==> src/rtl/raster_dispatch.sv <==
// Round-robin triangle dispatcher feeding NUM_RAST rasterizers, with per-instance busy tracking
// and end-of-frame detection once the last triangle has been issued and every instance drained.
module raster_dispatch #(
   parameter int NUM_RAST  = 2,
   parameter int TRI_WIDTH = 288,
   parameter int TIMEOUT   = 15,
   parameter int CNT_WIDTH = 16
) (
   input  logic                 clk_in,
   input  logic                 rst_in,
   input  logic                 tri_valid_in,
   output logic                 tri_ready_out,
   input  logic [TRI_WIDTH-1:0] tri_data_in,
   input  logic                 tri_last_in,
   output logic [NUM_RAST-1:0]  rast_valid_out,
   output logic [TRI_WIDTH-1:0] rast_data_out,
   input  logic [NUM_RAST-1:0]  rast_ready_in,
   output logic [NUM_RAST-1:0]  busy_out,
   output logic [CNT_WIDTH-1:0] tri_count_out,
   output logic                 frame_done_out,
   output logic                 timeout_err_out
);

   localparam int RRW = (NUM_RAST > 1) ? $clog2(NUM_RAST) : 1;
   localparam int TW  = $clog2(TIMEOUT + 1);

   typedef enum logic {
      ST_ACCEPT,
      ST_DRAIN
   } top_state_t;

   typedef enum logic [1:0] {
      TRK_FREE,
      TRK_ISSUED,
      TRK_ACTIVE
   } trk_state_t;

   top_state_t           state;
   top_state_t           state_next;
   logic                 hold_valid;
   logic [TRI_WIDTH-1:0] hold_data;
   logic [RRW-1:0]       rr_ptr;
   logic [RRW-1:0]       issue_sel;
   logic                 issue_found;
   logic                 do_issue;
   logic                 accept;
   logic [NUM_RAST-1:0]  free_vec;
   logic [NUM_RAST-1:0]  cand;
   logic [NUM_RAST-1:0]  timeout_hit;
   logic                 all_free;
   trk_state_t           trk      [NUM_RAST];
   trk_state_t           trk_next [NUM_RAST];
   logic [TW-1:0]        timer      [NUM_RAST];
   logic [TW-1:0]        timer_next [NUM_RAST];

   always_comb begin
      free_vec = '0;
      for (int i = 0; i < NUM_RAST; i++) begin
         free_vec[i] = (trk[i] == TRK_FREE);
      end
      busy_out = ~free_vec;
      all_free = &free_vec;
      cand     = free_vec & rast_ready_in;
   end

   // Lowest offset from the round-robin pointer wins; a tracker freed this cycle is only
   // eligible from the next cycle because selection looks at the registered state.
   always_comb begin
      issue_found = 1'b0;
      issue_sel   = '0;
      for (int k = NUM_RAST - 1; k >= 0; k--) begin
         logic [RRW-1:0] idx;
         idx = RRW'((int'(rr_ptr) + k) % NUM_RAST);
         if (cand[idx]) begin
            issue_found = 1'b1;
            issue_sel   = idx;
         end
      end
      do_issue = hold_valid && issue_found;
   end

   // A bare tri_last_in (no valid) while ready closes the frame without a triangle.
   always_comb begin
      state_next     = state;
      frame_done_out = 1'b0;
      tri_ready_out  = (state == ST_ACCEPT) && !hold_valid;
      accept         = tri_valid_in && tri_ready_out;
      case (state)
         ST_ACCEPT: begin
            if (tri_ready_out && tri_last_in) begin
               state_next = ST_DRAIN;
            end
         end
         ST_DRAIN: begin
            if (!hold_valid && all_free) begin
               state_next     = ST_ACCEPT;
               frame_done_out = 1'b1;
            end
         end
      endcase
   end

   // The timer counts cycles spent in ISSUED, starting with the strobe cycle itself.
   always_comb begin
      timeout_hit = '0;
      for (int i = 0; i < NUM_RAST; i++) begin
         trk_next[i]   = trk[i];
         timer_next[i] = timer[i];
         case (trk[i])
            TRK_FREE: begin
               if (do_issue && (issue_sel == RRW'(i))) begin
                  trk_next[i]   = TRK_ISSUED;
                  timer_next[i] = '0;
               end
            end
            TRK_ISSUED: begin
               if (!rast_ready_in[i]) begin
                  trk_next[i] = TRK_ACTIVE;
               end else if (timer[i] == TW'(TIMEOUT - 1)) begin
                  trk_next[i]    = TRK_FREE;
                  timeout_hit[i] = 1'b1;
               end else begin
                  timer_next[i] = timer[i] + 1'b1;
               end
            end
            TRK_ACTIVE: begin
               if (rast_ready_in[i]) begin
                  trk_next[i] = TRK_FREE;
               end
            end
            default: trk_next[i] = TRK_FREE;
         endcase
      end
   end

   always_ff @(posedge clk_in) begin
      if (rst_in) begin
         state           <= ST_ACCEPT;
         hold_valid      <= 1'b0;
         hold_data       <= '0;
         rr_ptr          <= '0;
         rast_valid_out  <= '0;
         rast_data_out   <= '0;
         tri_count_out   <= '0;
         timeout_err_out <= 1'b0;
         for (int i = 0; i < NUM_RAST; i++) begin
            trk[i]   <= TRK_FREE;
            timer[i] <= '0;
         end
      end else begin
         state          <= state_next;
         rast_valid_out <= '0;
         for (int i = 0; i < NUM_RAST; i++) begin
            trk[i]   <= trk_next[i];
            timer[i] <= timer_next[i];
         end
         if (|timeout_hit) begin
            timeout_err_out <= 1'b1;
         end
         if (accept) begin
            hold_valid <= 1'b1;
            hold_data  <= tri_data_in;
         end else if (do_issue) begin
            hold_valid     <= 1'b0;
            rast_data_out  <= hold_data;
            rast_valid_out <= NUM_RAST'(1) << issue_sel;
            rr_ptr         <= (issue_sel == RRW'(NUM_RAST - 1)) ? '0 : issue_sel + 1'b1;
            if (tri_count_out != '1) begin
               tri_count_out <= tri_count_out + 1'b1;
            end
         end
         if (frame_done_out) begin
            tri_count_out <= '0;
         end
      end
   end

endmodule

==> config.mk <==
export PLATFORM = sky130hd
export DESIGN_NAME = raster_dispatch
export DESIGN_NICKNAME = d
export VERILOG_FILES = /design/src/rtl/raster_dispatch.sv
export SDC_FILE = /design/constraint.sdc
export NUM_CORES = 1
export LEC_CHECK = 0
export CAP_MARGIN = 15
export CORE_MARGIN = 4
export CORE_UTILIZATION = 35
export CTS_CLUSTER_DIAMETER = 200
export DETAILED_ROUTE_END_ITERATION = 12
export DONT_BUFFER_PORTS = 1
export MAX_ROUTING_LAYER = met4
export SYNTH_ARGS = -nofsm -noshare
export SYNTH_HDL_FRONTEND = slang
export SYNTH_SLANG_ARGS = --single-unit
==> constraint.sdc <==
create_clock -name clk_in -period 1.5 [get_ports clk_in]
set_input_delay 0.3 -clock clk_in [delete_from_list [all_inputs] [get_ports clk_in]]
set_output_delay 0.3 -clock clk_in [all_outputs]
set_load 0.01 [all_outputs]
==> flow_metrics.env, run 1 <==
export IMPL_run_status="complete, but fails checks"
export IMPL_failed_checks="negative hold slack, max-slew violations, negative setup slack"
export IMPL_rsz0062_at_grt="true"
export IMPL_yosysWarnings=0
export IMPL_cp_required_ns=1.96
export IMPL_ys_seq_area_share_pct=56.56
export IMPL_die_h_um=256.4
export IMPL_final_setup_worst_slack_ns=-0.4869
export IMPL_first_iter_violations=2177
export IMPL_hold_ws_ns=-0.2132
export IMPL_worst_r2r_setup_slack_ns=-0.49
export IMPL_async_flop_share_pct=0
export IMPL_synth_area_um2=21590
export IMPL_synth_top_family_by_area="simple AND/OR/NAND/NOR gates"
export IMPL_synth_simple_gate_area_share_pct=23.26
export IMPL_finalCritPeriodShare_pct=132.5
export IMPL_synth_compound_area_share_pct=14.21
export IMPL_p_leak_nw=13.05
export IMPL_finalPower_mw=41.50
export IMPL_synth_xor_area_share_pct=0.5274
export IMPL_ir_drop_uv=1068
export IMPL_vias=21770
export IMPL_p_int_mw=30.34
export IMPL_portBuffers=0
export IMPL_slew_headroom_pct=-24.04
export IMPL_finalClockSkew_ns=0.02635
export IMPL_grt_usage_pct=23.76
export IMPL_drive_above_1_share_pct=32.92
export IMPL_synth_edf_count=0
export IMPL_synth_nets=2994
export IMPL_htreeDepth=3
export IMPL_antenna_found_initial=2
export IMPL_cts_max_path_buffers=3
export IMPL_arrival_ns=2.45
export IMPL_syn_inst=2695
export IMPL_grt_max_degree=589
export IMPL_coreArea_um2=60700
export IMPL_cts_tree="built"
export IMPL_rows=90
export IMPL_drt_wl_total_um=89800
export IMPL_fmax_mhz=503.3
export IMPL_grt_pass1_wl_um=122200
export IMPL_crit_fanout=6
export IMPL_startpoint_type="flip-flop"
export IMPL_area_growth_pct=62.31
export IMPL_postRouteAntennaNets=0
export IMPL_cts_sinks=610
export IMPL_syn_avg_cell_area_um2=8.011
export IMPL_routed_via_density=5.494
export IMPL_die_area_um2=65720
export IMPL_p_sw_mw=11.15
export IMPL_pwr_share_comb_pct=16.8
export IMPL_final_nets=3427
export IMPL_ys_flop_type="dfxtp_1"
export IMPL_drv_slew=164
export IMPL_setup_viol=514
export IMPL_tightest_slew_ns=1.861
export IMPL_hpwl_um=44390
export IMPL_finalHoldViolCount=170
export IMPL_fp_dieW_um=256.4
export IMPL_finalInstanceArea_um2=35040
export IMPL_swShare_pct=26.88
export IMPL_end_kind="flip-flop"
export IMPL_clock_latency_ns=0.61
export IMPL_start_util_pct=35.57
export IMPL_wl_per_cell_um=22.66
export IMPL_grt_remaining_overflow=0
export IMPL_pwr_share_clk_pct=40.7
export IMPL_hold_class="input pin to flip-flop"
export IMPL_gp_congestion=0.8747
export IMPL_p_seq_share_pct=42.5
export IMPL_synth_fa_ha_area_share_pct=0.2898
export IMPL_drc=0
export IMPL_boundaryPins=605
export IMPL_grt_pass1_vias=21370
export IMPL_criticalPathCategory="flip-flop to flip-flop"
export IMPL_cts_buffers=67
export IMPL_dr_pass1_iters=5
export IMPL_fin_crit_ns=1.987
export IMPL_post_place_ws_ns=-0.1394
export IMPL_fill_cells=4598
export IMPL_cellPowerDensity_nw_per_um2=1184
export IMPL_yosys_register_bits=610
export IMPL_synth_area_mux_share_pct=0.1391
export IMPL_clk_pin_slew_ns=0.06
export IMPL_maxCapViolations=0
export IMPL_clockRootBuffer="clkbuf_16"
export IMPL_postPlaceCellArea_um2=23030
export IMPL_synth_cell_type_count=48
registers in the layout (all words and copies together), names as in the netlist:
signal / cells
rr_ptr: 1
tri_count_out: 16
hold_data: 288
rast_data_out: 288
rast_valid_out: 2
timeout_err_out: 1
timer: 8
state: 1
hold_valid: 1
trk: 4
path summary, 6_finish.rpt:
path                   from                 end  depth (start not counted)
max              hold_valid   rast_data_out[14]                         10
min                  rst_in  rast_data_out[170]                          1
max reg2reg      hold_valid   rast_data_out[14]                         10
min reg2reg  hold_data[219]  rast_data_out[219]                          2
Yosys cell counts, types with 2 or more instances:
cell | number | area [um2]
buf_6 | 22 | 247.7
dfxtp_1 | 610 | 12210
nand4_1 | 6 | 37.54
mux2i_1 | 3 | 30.03
nor2_1 | 28 | 105.1
inv_1 | 8 | 30.03
a31oi_1 | 2 | 12.51
o2bb2ai_1 | 2 | 17.52
nor3_1 | 9 | 45.04
buf_1 | 6 | 22.52
o21ai_1 | 2 | 10.01
buf_2 | 58 | 290.3
a21o_1 | 2 | 15.01
clkbuf_1 | 123 | 461.7
o21ai_0 | 2 | 10.01
nor4_1 | 2 | 12.51
nand2b_1 | 4 | 25.02
a211oi_1 | 2 | 15.01
nor2b_1 | 3 | 18.77
ha_1 | 5 | 62.56
and4bb_2 | 2 | 25.02
nand2_1 | 1005 | 3772
nand3_1 | 164 | 820.8
a21oi_1 | 584 | 2923
xnor2_1 | 9 | 78.83
and3_1 | 4 | 25.02
buf_4 | 4 | 30.03
xor2_1 | 4 | 35.03
layout by cell type (no fill, tap or decap), drive strengths merged, types with 3 or more instances in the layout:
cell / instances
dlygate4sd3: 271
xnor2: 9
a211oi: 3
a21oi: 585
nor3: 9
inv: 14
clkbuf: 122
bufinv: 4
dfxtp: 610
buf: 281
nand2: 1005
nand4: 7
nor2: 28
and3: 5
diode: 3
o21ai: 4
clkinv: 9
nand2b: 4
nand3: 164
ha: 5
xor2: 4
mux2i: 3
nor2b: 3
nor4: 3
layer usage:
metal	up-vias	share of wire (%)	track usage, %
met5	-	0	-
met4	0	5.7	11.34
met3	351	8.6	6.473
met2	1165	48	38.82
met1	10470	37	27.14
li1	9778	-	-
final cells by class:
cell class / count / area [um2] / area share, %
flip-flops and latches: 610 / 12230 / 34.91
multi-input cells: 1864 / 11620 / 33.15
repair buffers: 577 / 7919 / 22.60
clock buffers: 98 / 1963 / 5.602
well taps: 782 / 978.4 / 2.792
clock inverters: 20 / 291.5 / 0.8320
inverters: 8 / 32.53 / 0.09284
diodes: 3 / 7.507 / 0.02142
cells by family after synthesis:
group / after synthesis
flip-flops: 610
XOR/XNOR: 13
AO/OA/AOI/OAI: 603
adder cells (fa/ha/maj): 5
buffers and inverters: 221
multiplexers: 3
AND/OR/NAND/NOR: 1240
metrics by stage:
step / TNS, ns / utilization, % / std cells
after CTS: -92.98 / 53.91 / 3917
after floorplan: -0.7401 / - / 2695
after detailed placement: -20.33 / 37.94 / 3402
final: -112.76 / 57.73 / 3962
after global placement: -8.553 / 37.94 / 3402
after global routing: -129.44 / 57.73 / 3961
critical path: stages (launching register included):
cell	delay (ns)
dfxtp_2	0.33
buf_6	0.12
and4bb_2	0.24
buf_6	0.12
nor2_4	0.17
buf_12	0.14
buf_16	0.15
buf_12	0.15
buf_16	0.15
nand2_4	0.06
a21oi_2	0.19
repair_timing:
item                                    4_1_cts  5_1_grt
setup buffers                                72       35
hold buffers                                269        2
endpoints found under the hold margin       586      443
cloned                                       59       34
resized for setup                           584      472
pin swaps                                   349      264
endpoints found under the setup margin      435      542
power groups by stage:
stage          logic, mW  registers, mW  clock network, mW
6_report            6.97           17.6               16.9
5_1_grt             7.30           17.7               17.8
4_1_cts             5.91           17.6               17.0
3_5_place_dp        3.00           17.8                  0
3_3_place_gp        2.92           17.8                  0
2_1_floorplan       2.18           17.6                  0
Note: power is estimated with default switching activity, not from simulation.
==> run 2, diff against run 1 <==
--- a/config.mk
+++ b/config.mk
@@ -5,6 +5,7 @@
 export SDC_FILE = /design/constraint.sdc
 export NUM_CORES = 1
 export LEC_CHECK = 0
+export ABC_CLOCK_PERIOD_IN_PS = 1500
 export CAP_MARGIN = 15
 export CORE_MARGIN = 4
 export CORE_UTILIZATION = 35
==> results of run 2 <==
Final layout, timing and power as in run 1 (identical DEF).
